==> src/rtl/rr_arbiter8.sv <==
// Eight-way round-robin arbiter with registered one-hot grant and index.
// Grants are held until done, withdrawal, or the hold counter expires.
module rr_arbiter8 #(
    parameter int unsigned MAX_HOLD = 16
) (
    input  logic       clk,
    input  logic       resetn,
    input  logic [7:0] req,
    input  logic       done,
    output logic [7:0] gnt,
    output logic [2:0] gnt_idx,
    output logic       gnt_valid,
    output logic       timeout
);

    localparam int unsigned HW = $clog2(MAX_HOLD);
    localparam logic [HW-1:0] HLAST = HW'(MAX_HOLD - 1);

    typedef enum logic {
        IDLE,
        GRANT
    } state_t;

    state_t        state_q, state_d;
    logic [2:0]    ptr_q, ptr_d;
    logic [HW-1:0] hcnt_q, hcnt_d;
    logic [7:0]    gnt_q, gnt_d;
    logic [2:0]    own_q, own_d;
    logic          tmo_q, tmo_d;

    logic [7:0]    rot;
    logic [2:0]    off;
    logic [2:0]    pick;
    logic          found;
    logic          rel;

    // Rotate so ptr lands on bit 0; lowest set bit is then the winner.
    assign rot   = 8'({req, req} >> ptr_q);
    assign found = |req;
    assign pick  = ptr_q + off;

    always_comb begin
        off = 3'd0;
        for (int k = 7; k >= 0; k--) begin
            if (rot[k]) begin
                off = 3'(k);
            end
        end
    end

    assign rel = done || !req[own_q] || (hcnt_q == HLAST);

    always_comb begin
        state_d = state_q;
        ptr_d   = ptr_q;
        hcnt_d  = hcnt_q;
        gnt_d   = gnt_q;
        own_d   = own_q;
        tmo_d   = 1'b0;
        unique case (state_q)
            IDLE: begin
                if (found) begin
                    state_d = GRANT;
                    gnt_d   = 8'b1 << pick;
                    own_d   = pick;
                    hcnt_d  = '0;
                end
            end
            GRANT: begin
                if (rel) begin
                    state_d = IDLE;
                    gnt_d   = 8'b0;
                    own_d   = 3'd0;
                    hcnt_d  = '0;
                    ptr_d   = own_q + 3'd1;
                    tmo_d   = !done && req[own_q];
                end else begin
                    hcnt_d = hcnt_q + HW'(1);
                end
            end
            default: state_d = IDLE;
        endcase
    end

    always_ff @(posedge clk) begin
        if (!resetn) begin
            state_q <= IDLE;
            ptr_q   <= 3'd0;
            hcnt_q  <= '0;
            gnt_q   <= 8'b0;
            own_q   <= 3'd0;
            tmo_q   <= 1'b0;
        end else begin
            state_q <= state_d;
            ptr_q   <= ptr_d;
            hcnt_q  <= hcnt_d;
            gnt_q   <= gnt_d;
            own_q   <= own_d;
            tmo_q   <= tmo_d;
        end
    end

    assign gnt       = gnt_q;
    assign gnt_idx   = own_q;
    assign gnt_valid = (state_q == GRANT);
    assign timeout   = tmo_q;

endmodule

==> config.mk <==
export PLATFORM = sky130hd
export DESIGN_NAME = rr_arbiter8
export DESIGN_NICKNAME = d
export VERILOG_FILES = /design/src/rtl/rr_arbiter8.sv
export SDC_FILE = /design/constraint.sdc
export NUM_CORES = 1
export LEC_CHECK = 0
export ABC_AREA = 1
export CAP_MARGIN = 5
export CELL_PAD_IN_SITES_DETAIL_PLACEMENT = 1
export CELL_PAD_IN_SITES_GLOBAL_PLACEMENT = 1
export CORE_MARGIN = 10
export CORE_UTILIZATION = 38
export DETAILED_ROUTE_END_ITERATION = 16
export PLACE_DENSITY = 0.77
export SETUP_SLACK_MARGIN = 0.05
export SLEW_MARGIN = 15
export SYNTH_ARGS = -nofsm -noshare
export SYNTH_HDL_FRONTEND = slang
export SYNTH_SLANG_ARGS = --single-unit
==> constraint.sdc <==
create_clock -name clk -period 3 [get_ports clk]
set_clock_uncertainty 0.1 [all_clocks]
set_input_delay 0.3 -clock clk [delete_from_list [all_inputs] [get_ports clk]]
set_output_delay 0.3 -clock clk [all_outputs]
set_load 0.005 [all_outputs]
==> results.py, run 1 <==
metrics = {
    "grt": {
        "grt-ovfl-total": 0,
        "antenna_found_initial": 0,
        "grt_usage_pct": 12.6,
        "grt_pass1_vias": 1746,
        "grt_pass1_wl_mm": 7.73,
        "grt_max_degree": 16,
    },
    "synth": {
        "synthCells": 212,
        "syn-num-nets": 227,
        "synthArstFlopShare_pct": 0,
        "ys_types": 35,
        "synth_area_um2": 1520,
        "synth-edff-count": 0,
        "ys.flop_type": "dfxtp_1",
        "yosysSeqAreaShare_pct": 26.3,
        "ys_ff_latch": 20,
        "ys_warn_count": 0,
        "synth_area_per_cell_um2": 7.19,
    },
    "pwr": {
        "power_density_nw_per_um2": 737,
        "power.share.clock_pct": 14.0,
        "p_seq_share_pct": 26.3,
        "power.switching_mw": 0.659,
        "power.leakage_nw": 0.850,
        "total_power_mw": 1.48,
        "switching_share_pct": 44.6,
        "p_int_mw": 0.818,
        "combinationalPowerShare_pct": 59.7,
        "irDropWorstVdd_v": 0.000421,
    },
    "routing": {
        "vias": 1591,
        "vias_per_cell": 5.32,
        "postRouteAntennaNets": 0,
        "wl_met2_mm": 2.38,
        "drt_iter0_drc": 45,
        "met1_length_mm": 1.97,
        "highest_layer": "met4",
        "wl_per_cell_um": 15.2,
        "dr.pass1.iters": 4,
        "routed_wirelength_mm": 4.56,
        "drc": 0,
        "wl_met3_um": 158,
    },
    "floorplan": {
        "dieArea_um2": 6940,
        "fp.dieW_um": 83.3,
        "die_h_um": 83.3,
        "initial_core_util_pct": 40.4,
        "rows": 22,
        "io_pins": 24,
        "core_um2": 3770,
    },
    "layout": {
        "final_cell_mix": "nand2_1 (36), nand3_1 (33), clkdlybuf4s50_1 (22), dfxtp_1 (18), buf_4 (18)",
        "final_cell_area_um2": 2000,
        "layout-drive-gt1-share_pct": 31.1,
        "nets": 267,
        "diodes": 0,
        "area_growth_pct": 31.4,
        "utilization_pct": 53.1,
        "final_common_cell": "nand2_1",
    },
    "clocking": {
        "clock-sinks": 20,
        "clkTransAtPathRegs_ns": 0.07,
        "clkLatencyLatePin_ns": 0.26,
        "cts.htree.levels": 1,
        "cts_tree": "yes",
        "cts-buffers-inserted": 3,
        "cts_setup_buffers": 0,
        "cts_buffer_depth": 2,
        "clockRootBuffer": "clkbuf_8",
    },
    "timing": {
        "maxSlewViolCount": 0,
        "tightest_slew_ns": 0.561,
        "min_period_ns": 2.76,
        "setup_viol": 0,
        "finalHoldViolCount": 0,
        "fin_tns_setup_ns": 0,
        "fin_crit_sh_pct": 91.9,
        "grt_setup_unrepaired": "false",
        "timing.fmax_mhz": 363,
        "timing.hold.ws_ns": 0.391,
        "relSlewSlack_pct": 62.3,
    },
    "worst_hold_path": {
        "hold_path.class": "reg -> reg",
    },
    "place": {
        "portBuffers": 23,
        "dp_hpwl_mm": 3.66,
        "globalplace.congestion": 0.821,
        "dpl_cell_area_um2": 1900,
    },
    "critical_path": {
        "critPathKind": "in -> reg",
        "critPathMaxFanout": 3,
        "startpoint_type": "input port",
        "endpoint_kind": "flip-flop",
        "required_ns": 3.09,
        "arrival_ns": 2.85,
    },
    "job": {
        "max-cap-violations": 0,
    },
    "outcome": {
        "status": "complete, no violations",
    },
}
==> synth_stat cells, types with 4 or more instances <==
library cell / number / area [um2]
nor2_1: 16 / 60.1
nand3_2: 10 / 100
nand2_4: 7 / 78.8
nand2_2: 15 / 93.8
inv_1: 12 / 45.0
dfxtp_1: 20 / 400
nand3_1: 35 / 175
nand4_1: 4 / 25.0
nand2_1: 38 / 143
a21oi_1: 16 / 80.1
==> worst max-delay path, stage by stage <==
cell and delay, ns:
clkdlybuf4s50_1 0.58, nand2_4 0.08, nand3_2 0.06, nand3_1 0.09
nand2_2 0.08, a31oi_1 0.07, o21ai_1 0.12, nand2_1 0.06
a21boi_1 0.13, ha_1 0.16, inv_1 0.05, fa_2 0.56
buf_4 0.12, inv_1 0.04, nor2_2 0.10, nand3_1 0.12
a21oi_2 0.14
==> stage by stage <==
stage          setup slack, ns  cells
4_1_cts                 0.0910    299
5_1_grt                 0.0507    299
6_report                 0.243    299
2_1_floorplan            0.301    212
3_3_place_gp           -0.0591    295
3_5_place_dp            -0.179    295
==> layer usage <==
layer	vias to the layer above	GRT usage, %
met2	21	24.5
li1	793	-
met3	5	2.25
met4	0	3.23
met5	-	0
met1	772	13.4
==> power groups by stage <==
| stage | registers [mW] | clock network, mW | logic (mW) |
|---|---|---|---|
| floorplan | 0.363 | 0 | 0.570 |
| global placement | 0.386 | 0 | 0.817 |
| detailed placement | 0.390 | 0 | 0.850 |
| CTS | 0.386 | 0.208 | 0.859 |
| global route | 0.395 | 0.222 | 0.991 |
| finish | 0.388 | 0.206 | 0.882 |
==> final timing paths <==
path,from,end,slack (ns),depth (start not counted)
worst max-delay path,req[5],gnt[0],0.24,17
worst max register to register,ptr_q[0],gnt[0],0.32,16
worst min-delay path,gnt[6],gnt[6],0.39,2
worst min register to register,gnt[6],gnt[6],0.39,2
==> cells by family after synthesis <==
group / after synthesis / share of synthesized area (%)
xor+xnor: 3 / 1.72
simple gates: 134 / 49.8
flops: 20 / 26.3
fa+ha+maj: 4 / 3.78
compound gates: 29 / 11.0
buf+inv: 22 / 7.47
==> final cells by class <==
| type | instances | area (um2) |
|---|---|---|
| fill | 488 | 1770 |
| multi-input combinational | 170 | 1050 |
| sequential | 20 | 405 |
| timing repair buffer | 41 | 368 |
| inverter | 16 | 67.6 |
| tap | 48 | 60.1 |
| clock buffer | 4 | 55.1 |
==> flip-flops by register name, summed over array words and instances, names as in the netlist <==
| signal | cells |
|---|---|
| gnt | 8 |
| gnt_idx | 3 |
| gnt_valid | 1 |
| hcnt_q | 4 |
| ptr_q | 3 |
| timeout | 1 |
==> repair_timing <==
action                     CTS  global route
pin swaps                    0             0
setup endpoints to repair   10            10
hold buffers                 0             0
gates resized for setup      1            16
Note: power is estimated with default switching activity, not from simulation.
==> run 2, diff against run 1 <==
- CTS_CLUSTER_SIZE: unset -> 14
- RECOVER_POWER: unset -> 50
==> run 2 against run 1 <==
Effect of this change: die area unchanged; largest cell class unchanged; critical path depth unchanged; core utilization decreased by 0.17 points; sequential power about the same.
==> results.py, run 2 (synthesis results as in run 1) <==
metrics = {
    "timing": {
        "min_period_ns": 2.75,
        "setup_viol": 0,
        "maxSlewViolCount": 0,
        "grt_setup_unrepaired": "false",
        "timing.fmax_mhz": 363,
        "relSlewSlack_pct": 62.5,
        "tightest_slew_ns": 0.559,
        "worst_slack_ns": 0.245,
        "finalHoldViolCount": 0,
        "fin_crit_sh_pct": 91.8,
    },
    "critical_path": {
        "startpoint_type": "input port",
        "critical_path_buf_inv_count": 4,
        "reg2reg_to": "gnt[0]",
        "arrival_ns": 2.84,
        "required_ns": 3.09,
        "slowest_delay_ns": 0.58,
        "endpoint_kind": "flip-flop",
        "startpoint": "req[5]",
        "crit_family": "buffers and inverters",
        "slowest_stage": "clkdlybuf4s50_1",
        "r2r_start": "ptr_q[0]",
        "rrSetupSlack_ns": 0.32,
        "critPathKind": "in -> reg",
        "critPathMaxFanout": 3,
        "cp_num_cells": 17,
        "cp_cell_sequence": "clkdlybuf4s50_1, nand2_4, nand3_2, nand3_1, nand2_2, a31oi_1, o21ai_1, nand2_1, a21boi_1, ha_1, inv_1, fa_2, buf_4, inv_1, nor2_2, nand3_1, a21oi_2",
        "reg2reg_depth": 16,
    },
    "pwr": {
        "combinationalPowerShare_pct": 59.3,
        "irDropWorstVdd_v": 0.000418,
        "power.leakage_nw": 0.888,
        "p_int_mw": 0.801,
        "power.share.clock_pct": 14.2,
        "power_density_nw_per_um2": 729,
        "power.switching_mw": 0.655,
        "switching_share_pct": 45.0,
        "p_seq_share_pct": 26.5,
    },
    "routing": {
        "drc": 0,
        "postRouteAntennaNets": 0,
        "drt_iter0_drc": 36,
        "dr.pass1.iters": 4,
        "vias_per_cell": 5.30,
        "routed_wirelength_mm": 4.54,
        "vias": 1585,
        "wl_per_cell_um": 15.2,
    },
    "clocking": {
        "cts_hold_buf": 0,
        "cts_setup_buffers": 0,
        "cts.htree.levels": 1,
        "clockRootBuffer": "clkbuf_8",
        "cts-buffers-inserted": 3,
        "clkTransAtPathRegs_ns": 0.07,
        "clock-sinks": 20,
        "clkLatencyLatePin_ns": 0.26,
        "cts_tree": "yes",
        "cts_buffer_depth": 2,
    },
    "worst_hold_path": {
        "hold_end": "gnt[6]",
        "min_path_cells": 2,
        "hold_path.class": "reg -> reg",
        "min_from": "gnt[6]",
    },
    "grt": {
        "grt_pass1_vias": 1746,
        "grt-ovfl-total": 0,
        "antenna_found_initial": 0,
        "grt_pass1_wl_mm": 7.73,
        "grt_max_degree": 16,
        "grt_usage_pct": 12.6,
    },
    "floorplan": {
        "core_um2": 3770,
        "die_h_um": 83.3,
        "fp.dieW_um": 83.3,
        "rows": 22,
        "dieArea_um2": 6940,
        "io_pins": 24,
        "initial_core_util_pct": 40.4,
    },
    "place": {
        "portBuffers": 23,
        "post-place-ws_ns": -0.179,
        "globalplace.congestion": 0.821,
        "dp_cells": 295,
        "dp_hpwl_mm": 3.66,
    },
    "job": {
        "max-cap-violations": 0,
    },
    "layout": {
        "fillers": 490,
        "diodes": 0,
        "final_common_cell": "nand2_1",
        "largest_reg_flops": 8,
        "final_cell_mix": "nand2_1 (36), nand3_1 (33), dfxtp_1 (18), nand2_2 (17), buf_4 (17)",
        "layout-drive-gt1-share_pct": 30.7,
        "final_cells": 299,
        "utilization_pct": 53.0,
        "area_growth_pct": 31.0,
        "nets": 267,
    },
    "outcome": {
        "status": "complete, no violations",
    },
}
[run 2: cell types whose count changed in the layout (fill, tap and decap cells not counted), sizes merged]
cell / delta
dlygate4sd3: +13
clkdlybuf4s50: -13
buf: -1
clkbuf: +1
[run 2: power groups by stage]
stage	Combinational, mW	Sequential, mW	Clock [mW]
finish	0.864	0.386	0.206
global route	0.973	0.393	0.222
CTS	0.859	0.386	0.208
detailed placement	0.850	0.390	0
global placement	0.817	0.386	0
floorplan	0.570	0.363	0
[run 2: metrics by stage]
stage	setup TNS, ns	cell area [um2]	power [mW]	hold slack (ns)
floorplan	0	1520	0.934	0.338
global placement	-0.266	1900	1.20	0.356
detailed placement	-1.31	1900	1.24	0.378
CTS	0	1960	1.45	0.392
global route	0	2000	1.59	0.412
finish	0	2000	1.46	0.386
[run 2: per-layer routing]
metal	vias to the layer above	share of wire [%]	global-route usage, %
met5	-	0	0
met4	0	1.1	3.23
met3	5	3.5	2.25
met2	21	52	24.5
met1	766	43	13.4
li1	793	-	-
[run 2: worst max path at each step]
stage	end	slack, ns
finish	gnt[0]	0.25
global route	gnt[4]	0.05
CTS	gnt[3]	0.09
detailed placement	gnt[3]	-0.18
global placement	gnt[3]	-0.06
floorplan	gnt[3]	0.30
[run 2: layout make-up]
| type | count | area (um2) | share of cell area [%] |
|---|---|---|---|
| Multi-Input combinational cell | 170 | 1040 | 52.1 |
| Inverter | 16 | 67.6 | 3.38 |
| Timing Repair Buffer | 41 | 368 | 18.4 |
| Tap cell | 48 | 60.1 | 3.01 |
| Clock buffer | 4 | 55.1 | 2.76 |
| Sequential cell | 20 | 405 | 20.3 |
[run 2: tightest hold or removal path, stage by stage (launching register included)]
cell,delay (ns)
dfxtp_1,0.31
nand3_1,0.07
a21oi_1,0.06
[run 2: what timing repair did]
item / in CTS / in global routing
endpoints found under the hold margin: 0 / 0
gates resized for setup: 1 / 16
gates cloned: 0 / 0
setup endpoints to repair: 10 / 10
==> run 3, diff against run 2 <==
- SLEW_MARGIN: 15 -> 20
==> results of run 3 <==
Same layout as run 2: the final DEF is identical, and so are final timing and power.
